--- src/rtl/result_uart_tx.sv ---
// UART 8N1 transmitter that serialises an N-bit result word, most significant byte
// first, LSB first within each byte; busy while sending, one-cycle done at the end.
module result_uart_tx #(
  parameter int clk_freq       = 50000000,
  parameter int uart_baud_rate = 57600,
  parameter int N              = 16
) (
  input  logic         clk,
  input  logic         rst,
  input  logic         i_start,
  input  logic [N-1:0] i_data,
  output logic         o_txd,
  output logic         o_busy,
  output logic         o_done
);

  localparam int DIV = clk_freq / uart_baud_rate;
  localparam int NB  = N / 8;
  localparam int BCW = (DIV > 1) ? $clog2(DIV) : 1;
  localparam int BYW = (NB > 1) ? $clog2(NB) : 1;

  typedef enum logic [1:0] {
    IDLE,
    START,
    DATA,
    STOP
  } state_t;

  state_t         state_q, state_d;
  logic [BCW-1:0] bc_q, bc_d;
  logic [2:0]     bi_q, bi_d;
  logic [BYW-1:0] by_q, by_d;
  logic [N-1:0]   shreg_q, shreg_d;
  logic [7:0]     txbyte_q, txbyte_d;
  logic           txd_q, txd_d;
  logic           busy_q, busy_d;
  logic           done_q, done_d;
  logic           bc_last;
  logic           accept;

  assign bc_last = (bc_q == BCW'(DIV - 1));

  // NOTE: every signal assigned below gets a default first, so no path can infer a latch.
  always_comb begin
    state_d  = state_q;
    bc_d     = bc_q;
    bi_d     = bi_q;
    by_d     = by_q;
    shreg_d  = shreg_q;
    txbyte_d = txbyte_q;
    txd_d    = txd_q;
    busy_d   = busy_q;
    done_d   = 1'b0;
    accept   = 1'b0;

    unique case (state_q)
      IDLE: begin
        txd_d = 1'b1;
        if (i_start) accept = 1'b1;
      end

      START: begin
        bc_d = bc_last ? '0 : bc_q + 1'b1;
        if (bc_last) begin
          // The word is consumed from the top; shifting keeps the next byte at the MSB end.
          txbyte_d = shreg_q[N-1 -: 8];
          shreg_d  = shreg_q << 8;
          bi_d     = 3'd0;
          txd_d    = shreg_q[N-8];
          state_d  = DATA;
        end
      end

      DATA: begin
        bc_d = bc_last ? '0 : bc_q + 1'b1;
        if (bc_last) begin
          if (bi_q == 3'd7) begin
            txd_d   = 1'b1;
            state_d = STOP;
          end else begin
            bi_d  = bi_q + 3'd1;
            txd_d = txbyte_q[bi_q + 3'd1];
          end
        end
      end

      STOP: begin
        bc_d = bc_last ? '0 : bc_q + 1'b1;
        if (bc_last) begin
          if (by_q != BYW'(NB - 1)) begin
            by_d    = by_q + 1'b1;
            txd_d   = 1'b0;
            state_d = START;
          end else begin
            done_d = 1'b1;
            // A pending request chains straight into the next frame with no idle cell.
            if (i_start) begin
              accept = 1'b1;
            end else begin
              busy_d  = 1'b0;
              txd_d   = 1'b1;
              state_d = IDLE;
            end
          end
        end
      end

      default: state_d = IDLE;
    endcase

    if (accept) begin
      shreg_d = i_data;
      by_d    = '0;
      bc_d    = '0;
      bi_d    = 3'd0;
      txd_d   = 1'b0;
      busy_d  = 1'b1;
      state_d = START;
    end
  end

  // NOTE: state registers use non-blocking assignments so all of them update together on the edge.
  always_ff @(posedge clk or posedge rst) begin
    if (rst) begin
      state_q  <= IDLE;
      bc_q     <= '0;
      bi_q     <= 3'd0;
      by_q     <= '0;
      shreg_q  <= '0;
      txbyte_q <= 8'd0;
      txd_q    <= 1'b1;
      busy_q   <= 1'b0;
      done_q   <= 1'b0;
    end else begin
      state_q  <= state_d;
      bc_q     <= bc_d;
      bi_q     <= bi_d;
      by_q     <= by_d;
      shreg_q  <= shreg_d;
      txbyte_q <= txbyte_d;
      txd_q    <= txd_d;
      busy_q   <= busy_d;
      done_q   <= done_d;
    end
  end

  assign o_txd  = txd_q;
  assign o_busy = busy_q;
  assign o_done = done_q;

endmodule

--- config.mk ---
export PLATFORM = sky130hd
export DESIGN_NAME = result_uart_tx
export DESIGN_NICKNAME = d
export VERILOG_FILES = /design/src/rtl/result_uart_tx.sv
export SDC_FILE = /design/constraint.sdc
export NUM_CORES = 1
export LEC_CHECK = 0
export ABC_AREA = 1
export BUFFER_PORTS_ARGS = -buffer_cell sky130_fd_sc_hd__buf_2
export CAP_MARGIN = 15
export CORE_ASPECT_RATIO = 0.5
export CORE_UTILIZATION = 50
export DETAILED_ROUTE_END_ITERATION = 8
export GPL_ROUTABILITY_DRIVEN = 0
export PLACE_DENSITY_LB_ADDON = 0.05
export SLEW_MARGIN = 0
export SYNTH_ARGS = -nofsm -noshare
export SYNTH_HDL_FRONTEND = slang
export SYNTH_SLANG_ARGS = --single-unit
--- constraint.sdc ---
create_clock -name clk -period 2 [get_ports clk]
set_input_delay 0 -clock clk [delete_from_list [all_inputs] [get_ports clk]]
set_output_delay 0 -clock clk [all_outputs]
set_load 0.03 [all_outputs]
# Yosys cells after proc, flatten, opt, wreduce, memory -nomap -nowiden
# Cells that the tools add are included.
# op_classes
n_addsub	3
n_mux	45
magnitude_cmp	1
eq_ne	12
reduce_logical	16
# op_table
cell	n
2-to-1 mux 16 bit	3
2-to-1 mux 10 bit	3
2-to-1 mux 1 bit	23
!= test 3 bit, second input constant	5
2-to-1 mux 2 bit	7
2-to-1 mux 3 bit	4
AND reduction 4 bit	3
adder 10 x 1 -> 10 bit, second input constant	1
equality test 10 bit, second input constant	1
nonzero test 2 bit	5
case mux 2 bit (3 select lines)	1
case mux 3 bit (2 select lines)	1
AND reduction 2 bit	3
AND reduction 6 bit	1
equality test 2 bit, second input constant	2
< comparator 3 x 4 -> 1 bit, second input constant	1
!= test 4 bit, second input constant	1
case mux 1 bit (4 select lines)	1
nonzero test 4 bit	1
adder 3 x 1 -> 3 bit, second input constant	1
binary-select mux 1 bit (select 3 bit)	1
equality test 3 bit, second input constant	1
nonzero test 3 bit	1
OR reduction 3 bit	1
5 further kinds	5
# word_totals
wordCells	86
inputBits	19
ff_bits	43

# Logic depth before layout (Yosys ltp)
# logic_depth
depth_word	7
mapped_depth	11
ltp_nobuf	11

# Worst setup path before layout
# Ideal clock, no wire load.
# synth_path
path_type	register to register
start	reg state_q[0]
end	reg bc_q[6]
stages_incl_launch_ff	10
setup_ns	0.065
setup_slack_ns	0.385
t_arrival_ns	1.551
path_cell_list	dfrtp_1 > inv_1 > ha_1 > inv_1 > a21oi_4 > inv_1 > nand2_1 > inv_1 > a21oi_1 > o21a_1
# synth_via
elab_chain_len	3
word_cells_on_any_way	8
# synth_rtl
element	line	text
from (decl)	29	state_t state_q, state_d;
from (signal assigned)	135	state_q <= state_d;
equality test 2 bit (tied with other cells)	56	unique case (state_q)
case mux 1 bit (2 select lines) / OR reduction 3 bit (equally long branches)	-	
2-to-1 mux 10 bit / nonzero test 2 bit (equally long branches)	-	
to (signal assigned)	126	bc_q <= '0;
to (signal assigned)	136	bc_q <= bc_d;
to (decl)	30	logic [BCW-1:0] bc_q, bc_d;
# Several ways; a longest one is shown, not always the timed one.
# A chain may end at the register's enable or synchronous reset.

# Final worst setup path
# Same ends and word-level chain as after synthesis.

==> impl_metrics.env <==
export IMPL_violations="design-rule violations"
export IMPL_max_slew_margin_rel=0.640
export IMPL_synth_area_leaders="dfrtp_1 (46%), nand2_1 (14%), nand3_1 (7.0%)"
export IMPL_drive_above_1_share=0.168
export IMPL_cts_buffer_depth=2
export IMPL_max_vdd_ir_drop_mv=0.567
export IMPL_grt_pass1_wl_um=8220
export IMPL_die_height_um=49.8
export IMPL_cts_htree_levels=2
export IMPL_synth_async_reset_ratio=1.00
export IMPL_top_layer_used="met4"
export IMPL_yosysTopAreaCellShare=0.460
export IMPL_hold_violations=0
export IMPL_cp_max_fo=6
export IMPL_num_vias=1927
export IMPL_min_from="i_start"
export IMPL_wl_per_cell_um=12.3
export IMPL_viasPerCell=5.14
export IMPL_maxCapViolCount=0
export IMPL_hold_class="input pin to flip-flop"
export IMPL_insertion_delay_ns=0.29
export IMPL_setup_tns_ns=0
export IMPL_wirelength_met1_um=2230
export IMPL_drtAntennaViolNets=0
export IMPL_crit_required_ns=2.23
export IMPL_grt_pass1_vias=1895
export IMPL_met2WireLength_um=2170
export IMPL_cts_tree="yes"
export IMPL_ff2ff_path_depth=9
export IMPL_synth_cell_types=33
export IMPL_area_delta_synth_final_pct=19.6
export IMPL_synth_seq_cells=43
export IMPL_antennaDiodeCount=0
export IMPL_cts_made_buffers=5
export IMPL_synth_edf_count=0
export IMPL_n_fill_cell=346
export IMPL_whs_path_depth=5
export IMPL_whs_ns=0.0993
export IMPL_synth_area_per_cell_sq_um=8.22
export IMPL_fin_util=0.660
export IMPL_end_kind="flip-flop"
export IMPL_hpwl_um=3210
export IMPL_dr_wl_met3_um=157
export IMPL_finalSetupViolations=0
export IMPL_finalCriticalPeriod_ns=1.85
export IMPL_cts_clk_slew_worst_paths_ns=0.08
export IMPL_arrival_ns=2.08
export IMPL_rrSetupSlack_ns=0.15
export IMPL_synth_largest_area_cell="dfrtp_1"
export IMPL_rsz0062_at_grt="no"
export IMPL_synthMostInstantiatedCell="nand2_1"
export IMPL_clock_fmax_mhz=542
export IMPL_synth_sequential_area_ratio=0.471
export IMPL_io_pins=22
export IMPL_antenna_found_initial=0
export IMPL_die_w_um=97.6
export IMPL_core_area_sq_mm=0.00414
export IMPL_clock_skew_ns=0.00731
export IMPL_setup_worst_path_class="flip-flop to flip-flop"
export IMPL_drt_iter0_markers=61
export IMPL_maxSlewViolCount=0
export IMPL_cts_sinks=43
export IMPL_postSynth_topFlopCell="dfrtp_1"
export IMPL_gr_usage_all_layers=0.216
export IMPL_cts_root_buf="clkbuf_8"
export IMPL_wl_um=4600
export IMPL_syn_nets=305
export IMPL_status="finished, violations left"
export IMPL_dp_slack_ns=0.132
export IMPL_portBuffers=21
export IMPL_drtPass1Iterations=8
export IMPL_power_density_mw_per_mm2=1280
export IMPL_timing_final_crit_share=0.923
export IMPL_rows=16
export IMPL_p_leak_nw=1.38
export IMPL_fin_ws_ns=0.154
export IMPL_start_util=0.552
export IMPL_ys_warn_count=0
export IMPL_r2r_start="state_q[0]"
export IMPL_drc_errors=2
export IMPL_min_to="o_busy"
export IMPL_cp_start_kind="flip-flop"
export IMPL_worst_slew_pin_slew_ns=0.540
export IMPL_synthTopCellsByCount="nand2_1 (87), dfrtp_1 (42), inv_1 (32), nand3_1 (32), nor2_1 (11)"
export IMPL_grt_overflow=0
export IMPL_syn_inst=278
export IMPL_grt_max_degree=44
export IMPL_synth_area_sq_mm=0.00229
export IMPL_r2r_end="bc_q[6]"
export IMPL_finalNetCount=347
export IMPL_dieArea_sq_mm=0.00486
==> critical path, stage by stage (launching register included) <==
cell and delay (ns):
dfrtp_2 0.43, inv_1 0.08, ha_1 0.34, inv_2 0.10, a21oi_4 0.23, inv_1 0.11, nand2_1 0.14, inv_1 0.10
a21oi_1 0.13, o21a_1 0.13
==> how the worst max path moves through the flow <==
stage,from,end,slack (ns),depth (start not counted)
detailed placement,state_q[0],bc_q[6],0.13,9
floorplan,state_q[0],bc_q[6],0.38,9
CTS,state_q[0],bc_q[6],0.08,9
finish,state_q[0],bc_q[6],0.15,9
global route,state_q[1],state_q[1],0.008,10
global placement,state_q[0],bc_q[6],0.12,9
==> power breakdown <==
part | internal (W) | leakage (nW) | switching (W) | total, W
Combinational | 0.000532 | 0.764 | 0.000928 | 0.00146
Sequential | 0.00115 | 0.555 | 0.000189 | 0.00134
Clock | 0.000404 | 0.0612 | 0.000296 | 0.000700
==> through the flow <==
step | total power (W) | instance area (sq um) | instances
after floorplan | 0.00242 | 2290 | 278
after global placement | 0.00267 | 2410 | 348
after detailed placement | 0.00271 | 2410 | 348
after CTS | 0.00345 | 2700 | 373
after global routing | 0.00382 | 2730 | 375
final | 0.00350 | 2730 | 375
==> repair_timing <==
| item | in CTS | in global routing |
|---|---|---|
| endpoints found under the hold margin | 58 | 0 |
| resized for setup | 0 | 6 |
| buffers inserted | 0 | 2 |
| hold buffers | 17 | 0 |
| setup endpoints to repair | 0 | 15 |
==> layout make-up <==
type | instances | area, sq um | share of cell area
well taps | 54 | 67.6 | 0.0247
clock buffers | 6 | 82.6 | 0.0302
flip-flops and latches | 43 | 1080 | 0.395
repair buffers | 41 | 298 | 0.109
multi-input cells | 194 | 1030 | 0.378
clock inverters | 2 | 35.0 | 0.0128
inverters | 35 | 136 | 0.0499
==> layout by cell type (no fill, tap or decap), types with 2 or more instances in the layout <==
master	count
nor2_1	11
clkbuf_8	6
dfrtp_1	40
nand2_2	4
o211ai_2	2
dlygate4sd3_1	17
nand2_1	86
inv_2	2
nand4_1	3
inv_4	2
a21oi_1	8
nand3_1	31
dfrtp_2	2
buf_4	3
inv_1	31
o21ai_0	8
ha_1	8
buf_2	21
nand3_2	2
o211ai_1	6
o21ai_1	8
nor3_1	5
==> kinds of logic (layout without fill, tap and decap cells) <==
logic type                 count (synthesis)  after routing  synth area share
and+or+nand+nor                          149            149             0.298
AOI/OAI and AO/OA                         36             36             0.100
DFF                                       43             43             0.471
buffers and inverters                     41             84            0.0832
xor gates and xnor gates                   1              1           0.00383
adders and majority gates                  8              8            0.0438
==> layer usage <==
layer	up-vias	track usage
li1	982	-
met1	896	0.267
met2	40	0.382
met3	9	0.0525
met4	0	0.0581
met5	-	0
==> flip-flops by register name, indices dropped and copies added (netlist names) <==
signal / flops
txbyte_q: 8
o_busy: 1
o_done: 1
bi_q: 3
state_q: 2
o_txd: 1
shreg_q: 16
bc_q: 10
by_q: 1
Note: power is estimated with default switching activity, not from simulation.
